--- src/rtl/imul_pkg.sv ---
// imul_pkg: shared definitions for the iterative 32-bit multiplier.
// Contents: FSM state encoding, operand width, last iteration index.
// Optional feature macro used by the multiplier: IMUL_EARLY_EXIT_EN.
package imul_pkg;

    typedef enum logic [1:0] {
        IDLE = 2'd0,
        CALC = 2'd1,
        DONE = 2'd2
    } imul_state_e;

    localparam int unsigned IMUL_NBITS    = 32;
    localparam logic [4:0]  IMUL_CNT_LAST = 5'd31;

endpackage

--- src/rtl/imul_iterative_32b_adder.sv ---
// Adder_32b_GL: gate-level 32-bit ripple-carry adder built from
// explicit full-adder equations. There is no carry-in or carry-out.
// The multiplier keeps only the low 32 bits of each sum.
// Ports:
//   in0 [31:0] - addend
//   in1 [31:0] - addend
//   sum [31:0] - (in0 + in1) mod 2^32
module Adder_32b_GL
    import imul_pkg::*;
(
    input  logic [IMUL_NBITS-1:0] in0,
    input  logic [IMUL_NBITS-1:0] in1,
    output logic [IMUL_NBITS-1:0] sum
);

    // carry[i] is the carry into bit i. The carry out of bit 31 is never formed.
    logic [IMUL_NBITS-1:0] carry;

    assign carry[0] = 1'b0;

    for (genvar i = 0; i < IMUL_NBITS; i++) begin : g_fa
        assign sum[i] = in0[i] ^ in1[i] ^ carry[i];
        if (i < IMUL_NBITS - 1) begin : g_carry
            assign carry[i+1] = (in0[i] & in1[i]) | (carry[i] & (in0[i] ^ in1[i]));
        end
    end

endmodule

--- src/rtl/imul_iterative_32b.sv ---
// imul_iterative_32b: iterative shift-add multiplier.
// It returns (in0*in1) mod 2^32, which is TinyRV1 mul.
// Every accumulation goes through Adder_32b_GL.
// Ports:
//   clk, rst_n             - clock; asynchronous active-low reset
//   istream_val/rdy        - operand handshake (rdy decoded from state)
//   in0, in1 [31:0]        - multiplicand, multiplier
//   ostream_val/rdy        - result handshake (val decoded from state)
//   result [31:0]          - product low word, held stable in DONE
// Optional macro IMUL_EARLY_EXIT_EN: CALC ends as soon as the
// remaining multiplier is zero. This does not change the result.
module imul_iterative_32b
    import imul_pkg::*;
(
    input  logic                  clk,
    input  logic                  rst_n,
    input  logic                  istream_val,
    output logic                  istream_rdy,
    input  logic [IMUL_NBITS-1:0] in0,
    input  logic [IMUL_NBITS-1:0] in1,
    output logic                  ostream_val,
    input  logic                  ostream_rdy,
    output logic [IMUL_NBITS-1:0] result
);

    imul_state_e           state_q, state_d;
    logic [IMUL_NBITS-1:0] a_q, b_q, acc_q;
    logic [4:0]            cnt_q;
    logic [IMUL_NBITS-1:0] sum;
    logic                  load;
    logic                  step;

    Adder_32b_GL u_adder (
        .in0 (acc_q),
        .in1 (a_q),
        .sum (sum)
    );

    always_comb begin
        state_d = state_q;
        load    = 1'b0;
        step    = 1'b0;
        case (state_q)
            IDLE: begin
                if (istream_val) begin
                    load    = 1'b1;
                    state_d = CALC;
                end
            end
            CALC: begin
`ifdef IMUL_EARLY_EXIT_EN
                // A zero multiplier contributes nothing further.
                // Leave CALC now and keep all registers frozen.
                if (b_q == '0) begin
                    state_d = DONE;
                end else begin
                    step = 1'b1;
                    if (cnt_q == IMUL_CNT_LAST) state_d = DONE;
                end
`else
                step = 1'b1;
                if (cnt_q == IMUL_CNT_LAST) state_d = DONE;
`endif
            end
            DONE: begin
                if (ostream_rdy) state_d = IDLE;
            end
            default: state_d = IDLE;
        endcase
    end

    always_ff @(posedge clk or negedge rst_n) begin
        if (!rst_n) begin
            state_q <= IDLE;
            a_q     <= '0;
            b_q     <= '0;
            acc_q   <= '0;
            cnt_q   <= '0;
        end else begin
            state_q <= state_d;
            if (load) begin
                a_q   <= in0;
                b_q   <= in1;
                acc_q <= '0;
                cnt_q <= '0;
            end else if (step) begin
                if (b_q[0]) acc_q <= sum;
                a_q   <= a_q << 1;
                b_q   <= b_q >> 1;
                cnt_q <= cnt_q + 5'd1;
            end
        end
    end

    assign istream_rdy = (state_q == IDLE);
    assign ostream_val = (state_q == DONE);
    assign result      = acc_q;

endmodule
--- config.mk ---
export PLATFORM = sky130hd
export DESIGN_NAME = imul_iterative_32b
export DESIGN_NICKNAME = d
export VERILOG_FILES = /design/src/rtl/imul_pkg.sv /design/src/rtl/imul_iterative_32b_adder.sv /design/src/rtl/imul_iterative_32b.sv
export SDC_FILE = /design/constraint.sdc
export NUM_CORES = 1
export LEC_CHECK = 0
export ABC_AREA = 1
export ABC_CLOCK_PERIOD_IN_PS = 16000
export CAP_MARGIN = 30
export CORE_MARGIN = 2
export CORE_UTILIZATION = 52
export CTS_CLUSTER_SIZE = 16
export DETAILED_ROUTE_END_ITERATION = 12
export PLACE_DENSITY = 0.83
export SYNTH_ARGS = -nofsm -noshare
export SYNTH_HDL_FRONTEND = slang
export SYNTH_SLANG_ARGS = --single-unit
export TNS_END_PERCENT = 20
--- constraint.sdc ---
create_clock -name clk -period 16 [get_ports clk]
set_input_delay 4.8 -clock clk [delete_from_list [all_inputs] [get_ports clk]]
set_output_delay 4.8 -clock clk [all_outputs]
set_load 0.02 [all_outputs]
; Yosys cells after proc, flatten, opt, wreduce, memory -nomap -nowiden
; Cells that the tools add are included.
[word_totals]
register_bits = 103
input_bits = 68
[op_classes]
add_sub_neg = 1
n_eq_ne = 6
n_mux = 16
n_bitwise = 154
n_reduce_logical = 5
[op_table]
columns = op, n
row1 = $mux W32, 7
row2 = $xor A1 B1 Y1, 63
row3 = $and A1 B1 Y1, 61
row4 = $or A1 B1 Y1, 30
row5 = $mux W5, 2
row6 = $mux W2, 3
row7 = $pmux W2 S3, 1
row8 = $add A5 B1 Y5 const B, 1
row9 = $eq A5 B5 Y1 const B, 1
row10 = $ne A2 B2 Y1 const B, 2
row11 = $reduce_bool A2 Y1, 2
row12 = $mux W1, 3
row13 = $reduce_and A3 Y1, 1
row14 = $eq A2 B1 Y1 const B, 1
row15 = $eq A2 B2 Y1 const B, 1
row16 = $logic_not A2 Y1, 1
row17 = $ne A2 B1 Y1 const B, 1
row18 = $reduce_and A2 Y1, 1

; Logic depth before layout (Yosys ltp)
; Gate-level depths: netlist of the first run.
[depth]
ltp_word = 65
depth_mapped = 38

; Modules after synthesis
; From an unflattened synthesis of the first run, not the netlist that was laid out.
[hier_totals]
hier_cells = 566
area_unflattened_um2 = 5019.8
[by_module_without_submodules]
columns = module, n_inst, cells_per_inst, area_each_um2, seq_area_each_um2
row1 = imul_iterative_32b, 1, 521, 4350.4, 2577.5
row2 = Adder_32b_GL, 1, 45, 669.4, 0.0

; Least setup slack after synthesis of the first run
; No wires, ideal clock.
[synth_timing]
path_kind = register -> register
startpoint = register acc_q[0] (netlist: result[0])
endpoint = register acc_q[31] (netlist: result[31])
t_arrival_ns = 11.866
required_ns = 15.883
path_slack_ns = 4.017
stages_incl_launch_ff = 39
period_less_slack_ns = 11.983
path_cell_list = dfrtp_1 > ha_1 > fa_1 > inv_1 > fa_1 > fa_1 > fa_1 > fa_1 > fa_1 > fa_1 > fa_1 > fa_1 > fa_1 > fa_1 > fa_1 > fa_1 > fa_1 > fa_1 > (+3 left out) > fa_1 > fa_1 > fa_1 > fa_1 > fa_1 > fa_1 > fa_1 > fa_1 > fa_1 > fa_1 > inv_1 > fa_1 > inv_1 > fa_1 > inv_1 > nand2_1 > nand3_1 > nand2_1
[synth_via]
elab_chain_cells = 65
[synth_lines]
columns = item, line_no
row1 = from (decl), imul_iterative_32b.sv:27  ; logic [IMUL_NBITS-1:0] a_q, b_q, acc_q;
row2 = from (signal assigned), imul_iterative_32b.sv:87  ; if (b_q[0]) acc_q <= sum;
row3 = $and A1 B1 Y1 (2 in a row), imul_iterative_32b_adder.sv:24  ; assign carry[i+1] = (in0[i] & in1[i]) | (carry[i] & (in0[i] ^ in1[i]));
row4 = $or A1 B1 Y1, imul_iterative_32b_adder.sv:24
row5 = $and A1 B1 Y1, imul_iterative_32b_adder.sv:24
row6 = $or A1 B1 Y1, imul_iterative_32b_adder.sv:24
row7 = $and A1 B1 Y1, imul_iterative_32b_adder.sv:24
row8 = $or A1 B1 Y1, imul_iterative_32b_adder.sv:24
row9 = $and A1 B1 Y1, imul_iterative_32b_adder.sv:24
row10 = $or A1 B1 Y1, imul_iterative_32b_adder.sv:24
row11 = (+48 left out), n/a
row12 = $and A1 B1 Y1, imul_iterative_32b_adder.sv:24
row13 = $or A1 B1 Y1, imul_iterative_32b_adder.sv:24
row14 = $and A1 B1 Y1, imul_iterative_32b_adder.sv:24
row15 = $or A1 B1 Y1, imul_iterative_32b_adder.sv:24
row16 = $xor A1 B1 Y1, imul_iterative_32b_adder.sv:22  ; assign sum[i] = in0[i] ^ in1[i] ^ carry[i];
row17 = $mux W32, imul_iterative_32b.sv:87
row18 = $mux W32, imul_iterative_32b.sv:86  ; end else if (step) begin
row19 = $mux W32, imul_iterative_32b.sv:81  ; if (load) begin
; Every way passes these cells. The select of a mux whose other input is x is not followed.
; A chain may end at the register's enable or synchronous reset.

; Worst setup path in the final report of the first run
[layout_timing]
startpoint = register a_q[0]
endpoint = register acc_q[31] (netlist: result[31])
[layout_via]
elab_chain_cells = 65
[layout_lines]
columns = item, line_no
row1 = from (decl), imul_iterative_32b.sv:27
row2 = from (signal assigned), imul_iterative_32b.sv:82  ; a_q <= in0;
row3 = from (signal assigned), imul_iterative_32b.sv:88  ; a_q <= a_q << 1;
row4 = $and A1 B1 Y1 (2 in a row), imul_iterative_32b_adder.sv:24
row5 = $or A1 B1 Y1, imul_iterative_32b_adder.sv:24
row6 = $and A1 B1 Y1, imul_iterative_32b_adder.sv:24
row7 = $or A1 B1 Y1, imul_iterative_32b_adder.sv:24
row8 = $and A1 B1 Y1, imul_iterative_32b_adder.sv:24
row9 = $or A1 B1 Y1, imul_iterative_32b_adder.sv:24
row10 = $and A1 B1 Y1, imul_iterative_32b_adder.sv:24
row11 = $or A1 B1 Y1, imul_iterative_32b_adder.sv:24
row12 = (+48 left out), n/a
row13 = $and A1 B1 Y1, imul_iterative_32b_adder.sv:24
row14 = $or A1 B1 Y1, imul_iterative_32b_adder.sv:24
row15 = $and A1 B1 Y1, imul_iterative_32b_adder.sv:24
row16 = $or A1 B1 Y1, imul_iterative_32b_adder.sv:24
row17 = $xor A1 B1 Y1, imul_iterative_32b_adder.sv:22
row18 = $mux W32, imul_iterative_32b.sv:87
row19 = $mux W32, imul_iterative_32b.sv:86
row20 = $mux W32, imul_iterative_32b.sv:81
; Every way passes these cells. The select of a mux whose other input is x is not followed.

==> results.toml, run 1 <==
[route]
detail_route.drc_violations = 0
routed_wire_length_per_instance_um = 13.5
detail_route.iter0.violations = 161
drtPass1Iterations = 4
via_count = 4110
residual_antenna_violating_net_count_after_detailed_routing = 0
routed_wirelength_um = 11000
avgViaCountPerCell = 5.01

[critical_path]
max_stage_delay_ns = 0.44
critical_path_peak_fanout = 3
worst_ep_arrival_time_ns = 12.84
crit_path_top_delay_cell = "fa_1"
critical_path.startpoint_type = "register"
worst-r2r-cell-count = 38
category_of_the_worst_setup_path_capture_point = "register"
r2r_setup_slack_ns = 3.41
critPathKind = "reg -> reg"
cpMostUsedCell = "fa_1"
critPathRequiredTime_ns = 16.25

[clock_tree]
gates_resized_cts_repair = 0
clk_pin_slew_ns = 0.10
insertion_delay_ns = 0.37
ctsHtreeMaxLevel = 3
postCtsHoldBufs = 0
cts.sinks = 103
post_cts_buffers = 0
cell_at_the_root_of_the_clock_tree = "clkbuf_8"
tritoncts = "built"
clk_path_buf_depth = 2
cts_made_buffers = 9

[timing]
clock-skew-final_ns = 0.0207
slew-limit-headroom = 0.527
finalHoldViolCount = 0
fmaxAchievable_ghz = 0.0794
timing.final.ws_setup_ns = 3.41
final-setup-viol-count = 0
post-route-period-util = 0.787
rsz0062_at_grt = "no"
totalNegativeSetupSlack_ns = 0
final_max_slew_viol_count = 0
least_margin_pin_slew_ns = 0.707
post-route-min-period_ns = 12.59

[die]
die_width_um = 104
initial_util = 0.532
floorplan.rows = 36
die-area_um2 = 10700
top_level_ports = 102
die_height_um = 104
core_um2 = 9680

[global_route]
gr-total-overflow = 0
grt_start_max_net_pins = 69
grt.total_usage = 0.223
grt_pass1_vias = 4248
antenna_found_initial = 0
grt_pass1_wl_um = 19400

[power_and_ir_drop]
cellPowerDensity_nw_per_um2 = 184
fin_total_pwr_mw = 1.19
power.static_leakage_nw = 2.98
power.ir.vdd_worst_mv = 0.0847

[logic_synthesis]
syn_nets = 694
yosysWarningCount = 0
synth.yosys.seq_area_share = 0.500
yosysUniqueCellTypes = 16
synth_seq_cells = 103
post_synth_inst_count = 593
syn_avg_cell_area_um2 = 8.68
post_synth_instance_area_um2 = 5150

[status]
status = "finished clean"

[run]
max_cap_viol_count = 0

[place]
dp_worst_setup_slack_ns = 3.52
port_buffers = 101
detailed_place_hpwl_um = 7960
place.gp.congestion = 0.815

[min_path]
hold_path_class = "reg -> reg"
worst_hold_path.num_cells = 2

[final_layout]
area_growth_pct = 25.8
proportion_of_layout_cells_with_a_drive_suffix_above_1 = 0.0408
layout.nets = 783
antenna-diode-count = 0
-- final cells by class --
cell class	instances	area [µm²]
Tap cell	133	166
Sequential cell	103	2580
Clock inverter	6	75.1
Timing Repair Buffer	107	1100
Fill cell	772	3210
Clock buffer	10	128
Multi-Input combinational cell	392	2170
Inverter	69	259
-- Yosys cell counts --
library cell | instances | area (µm²)
nand3_1 | 97 | 485
o21ai_0 | 3 | 15.0
buf_4 | 9 | 67.6
clkbuf_1 | 8 | 30.0
dfrtp_1 | 103 | 2580
buf_2 | 12 | 60.1
nand2_2 | 1 | 6.26
nor2_2 | 1 | 6.26
o21ai_1 | 29 | 145
fa_1 | 30 | 601
ha_1 | 3 | 37.5
inv_2 | 2 | 7.51
o31ai_1 | 1 | 7.51
inv_1 | 67 | 251
nor2_1 | 6 | 22.5
nand2_1 | 221 | 830
-- cells by family (layout without fill, tap and decap cells) --
group | after synthesis | in the layout | synth area share
simple gates | 326 | 326 | 0.262
buf+inv | 98 | 192 | 0.0809
flops | 103 | 103 | 0.500
compound gates | 33 | 33 | 0.0326
fa+ha+maj | 33 | 33 | 0.124
-- report_power, final --
part	internal [mW]	total, mW	switching [mW]
Combinational	0.238	0.571	0.333
Clock	0.0753	0.168	0.0928
Sequential	0.372	0.451	0.0795
-- worst max-delay path, delay by kind of cell (launching register included) --
family / cells / cell delay (ns)
adder cells (fa/ha/maj): 31 / 11.65
buffers and inverters: 4 / 0.25
flip-flops: 1 / 0.39
AND/OR/NAND/NOR: 3 / 0.17
-- state kept, by name, indices dropped and copies added (netlist names) --
| name | cells |
|---|---|
| a_q | 32 |
| b_q | 32 |
| cnt_q | 5 |
| result | 32 |
| state_q | 2 |
-- cell usage in the layout, fill, tap and decap left out, drive strengths merged --
master	instances
dfrtp	103
nand3	97
fa	30
clkbuf	10
nand2	222
o21ai	32
buf	7
clkinvlp	1
nor2	7
ha	3
clkdlybuf4s50	100
o31ai	1
bufinv	1
inv	73
-- path summary, 6_finish.rpt --
| check | startpoint | endpoint |
|---|---|---|
| setup reg to reg | a_q[0] | result[31] |
| max in group asynchronous | rst_n | cnt_q[2] |
| hold reg to reg | b_q[31] | b_q[31] |
| min in group asynchronous | rst_n | result[20] |
| hold / removal | b_q[31] | b_q[31] |
| setup / recovery | a_q[0] | result[31] |
-- per-layer routing --
layer	track usage	vias up	routed length, µm	part of all wire
met1	0.306	1988	5030	0.45
met4	0.0676	0	104	0.0094
met3	0.0308	10	387	0.035
met2	0.373	93	5530	0.50
met5	0	-	0	0
li1	-	2019	-	-
-- metrics by stage --
step	instance area [µm²]	util	hold WS [ns]	instances
floorplan	5150	-	0.448	593
global placement	6210	0.641	0.461	801
detailed placement	6260	0.646	0.466	803
CTS	6460	0.667	0.492	819
global route	6480	0.669	0.535	820
finish	6480	0.669	0.489	820
No activity file was read; power rests on OpenSTA's default activity.
==> run 2: changes to the inputs <==
--- a/config.mk
+++ b/config.mk
@@ -6,13 +6,13 @@
 export NUM_CORES = 1
 export LEC_CHECK = 0
 export ABC_AREA = 1
-export ABC_CLOCK_PERIOD_IN_PS = 16000
+export ABC_CLOCK_PERIOD_IN_PS = 10500
 export CAP_MARGIN = 30
 export CORE_MARGIN = 2
-export CORE_UTILIZATION = 52
+export CORE_UTILIZATION = 47
 export CTS_CLUSTER_SIZE = 16
 export DETAILED_ROUTE_END_ITERATION = 12
-export PLACE_DENSITY = 0.83
+export PLACE_DENSITY = 0.8
 export SYNTH_ARGS = -nofsm -noshare
 export SYNTH_HDL_FRONTEND = slang
 export SYNTH_SLANG_ARGS = --single-unit
==> constraint.sdc (replaced) <==
create_clock -name clk -period 10.5 [get_ports clk]
set_input_delay 3.15 -clock clk [delete_from_list [all_inputs] [get_ports clk]]
set_output_delay 3.15 -clock clk [all_outputs]
set_load 0.02 [all_outputs]
==> run 2 against run 1 <==
Against the previous run: the run now ends with negative setup slack left; cell area increased by 1.8%; routed wire length increased by 4.3%; non-clock buffer count increased by 8; sequential share of layout area decreased by 0.69 points; total power increased by 54%; clock power increased by 34%; combinational power increased by 62%; largest cell class unchanged; sequential power increased by 53%; clock-buffer cell count increased by 2; critical endpoint is now result[30]; sequential cell count unchanged; global-route usage decreased by 1.2 points; final cell count increased by 1.8%.
==> results.toml, run 2 (synthesis results as in run 1) <==
[critical_path]
max_stage_delay_ns = 0.52
worst_ep_arrival_time_ns = 11.53
critical_path.startpoint_type = "register"
critPathRequiredTime_ns = 10.77
cpMostUsedCell = "fa_2"
critical_path_peak_fanout = 2
category_of_the_worst_setup_path_capture_point = "register"
critPathKind = "reg -> reg"
crit_path_top_delay_cell = "fa_2"

[status]
failed_checks = "negative setup slack"
status = "finished, violations left"

[global_route]
grt_pass1_vias = 4163
grt_start_max_net_pins = 80
gr-total-overflow = 0
grt.total_usage = 0.211
grt_pass1_wl_um = 19300
antenna_found_initial = 0

[timing]
finalHoldViolCount = 0
fmaxAchievable_ghz = 0.0888
rsz0062_at_grt = "yes"
least_margin_pin_slew_ns = 0.728
final-setup-viol-count = 4
slew-limit-headroom = 0.513
clock-skew-final_ns = 0.0138
final_max_slew_viol_count = 0
post-route-min-period_ns = 11.26
post-route-period-util = 1.07
timing.final.ws_setup_ns = -0.759

[route]
avgViaCountPerCell = 5.04
detail_route.drc_violations = 0
residual_antenna_violating_net_count_after_detailed_routing = 0
detail_route.iter0.violations = 187
routed_wirelength_um = 11500
via_count = 4207
routed_wire_length_per_instance_um = 13.8
drtPass1Iterations = 6

[die]
die_width_um = 109
die-area_um2 = 11800
core_um2 = 10700
floorplan.rows = 38
top_level_ports = 102
initial_util = 0.479
die_height_um = 109

[clock_tree]
cts_made_buffers = 9
clk_path_buf_depth = 2
insertion_delay_ns = 0.38
cell_at_the_root_of_the_clock_tree = "clkbuf_8"
ctsHtreeMaxLevel = 3
cts.sinks = 103
postCtsHoldBufs = 0
tritoncts = "built"
clk_pin_slew_ns = 0.10

[final_layout]
final_common_cell = "nand2_1"
antenna-diode-count = 0
fin_area_um2 = 6600
proportion_of_layout_cells_with_a_drive_suffix_above_1 = 0.0964
most-common-layout-cells = "nand2_1 (220), dfrtp_1 (102), clkdlybuf4s50_1 (100), nand3_1 (97), inv_1 (65)"
layout.nets = 791
num-fill-cells = 929
area_growth_pct = 28.1

[power_and_ir_drop]
fin_total_pwr_mw = 1.84
power.ir.vdd_worst_mv = 0.144
cellPowerDensity_nw_per_um2 = 279
power.static_leakage_nw = 3.01

[min_path]
hold_path_class = "reg -> reg"

[place]
place.gp.congestion = 0.793
port_buffers = 101
detailed_place_hpwl_um = 7990
placed_cell_area_um2 = 6370
dp_worst_setup_slack_ns = -0.769

[run]
max_cap_viol_count = 0
[run 2: where the power goes]
group,total (mW),switching [mW],internal (mW)
Clock,0.225,0.133,0.0918
Combinational,0.923,0.529,0.393
Sequential,0.689,0.122,0.567
[run 2: metrics by stage]
step | TNS [ns] | util | hold slack, ns | std cells
after floorplan | -0.865 | - | 0.448 | 593
after global placement | -1.42 | 0.591 | 0.464 | 815
after detailed placement | -2.12 | 0.593 | 0.477 | 816
after CTS | -2.25 | 0.609 | 0.495 | 833
after global routing | -3.55 | 0.614 | 0.524 | 835
final | -2.13 | 0.614 | 0.492 | 835
[run 2: final timing paths]
path	startpoint	end	slack (ns)	cells past startpoint
worst min register to register	b_q[24]	b_q[23]	0.49	2
max in group asynchronous	rst_n	b_q[8]	6.99	3
min in group asynchronous	rst_n	a_q[21]	2.66	1
worst max-delay path	a_q[0]	result[30]	-0.76	35
worst min-delay path	b_q[24]	b_q[23]	0.49	2
worst max register to register	a_q[0]	result[30]	-0.76	35
[run 2: metal layers]
metal,up-vias,wire length [µm],track usage
met2,134,5630,0.344
li1,2029,-,-
met3,16,811,0.0640
met1,2028,4930,0.273
met4,0,150,0.0659
met5,-,0,0
[run 2: cell type report]
type	instances	area, µm²	area share
clock buffers	12	145	0.0220
inverters	69	259	0.0393
multi-input cells	392	2260	0.342
well taps	140	175	0.0266
clock inverters	4	22.5	0.00341
flip-flops and latches	103	2580	0.391
repair buffers	115	1160	0.176
[run 2: worst max-delay path, delay by kind of cell, from the launching register on]
| kind | cells | cell delay, ns |
|---|---|---|
| AOI/OAI and AO/OA | 1 | 0.07 |
| buffers and inverters | 3 | 0.17 |
| adders and majority gates | 31 | 10.49 |
| DFF | 1 | 0.41 |
[run 2: repair_timing]
item / 4_1_cts / 5_1_grt
setup endpoints to repair: 4 / 5
hold endpoints to repair: 0 / 0
gates resized for setup: 2 / 2
buffers inserted: 1 / 0
==> run 3: changes to the inputs <==
--- a/config.mk
+++ b/config.mk
@@ -12,6 +12,7 @@
 export CORE_UTILIZATION = 47
 export CTS_CLUSTER_SIZE = 16
 export DETAILED_ROUTE_END_ITERATION = 12
+export HOLD_SLACK_MARGIN = 0.05
 export PLACE_DENSITY = 0.8
 export SYNTH_ARGS = -nofsm -noshare
 export SYNTH_HDL_FRONTEND = slang
==> results of run 3 <==
Same layout as run 2: the final DEF is identical, and so are final timing and power.
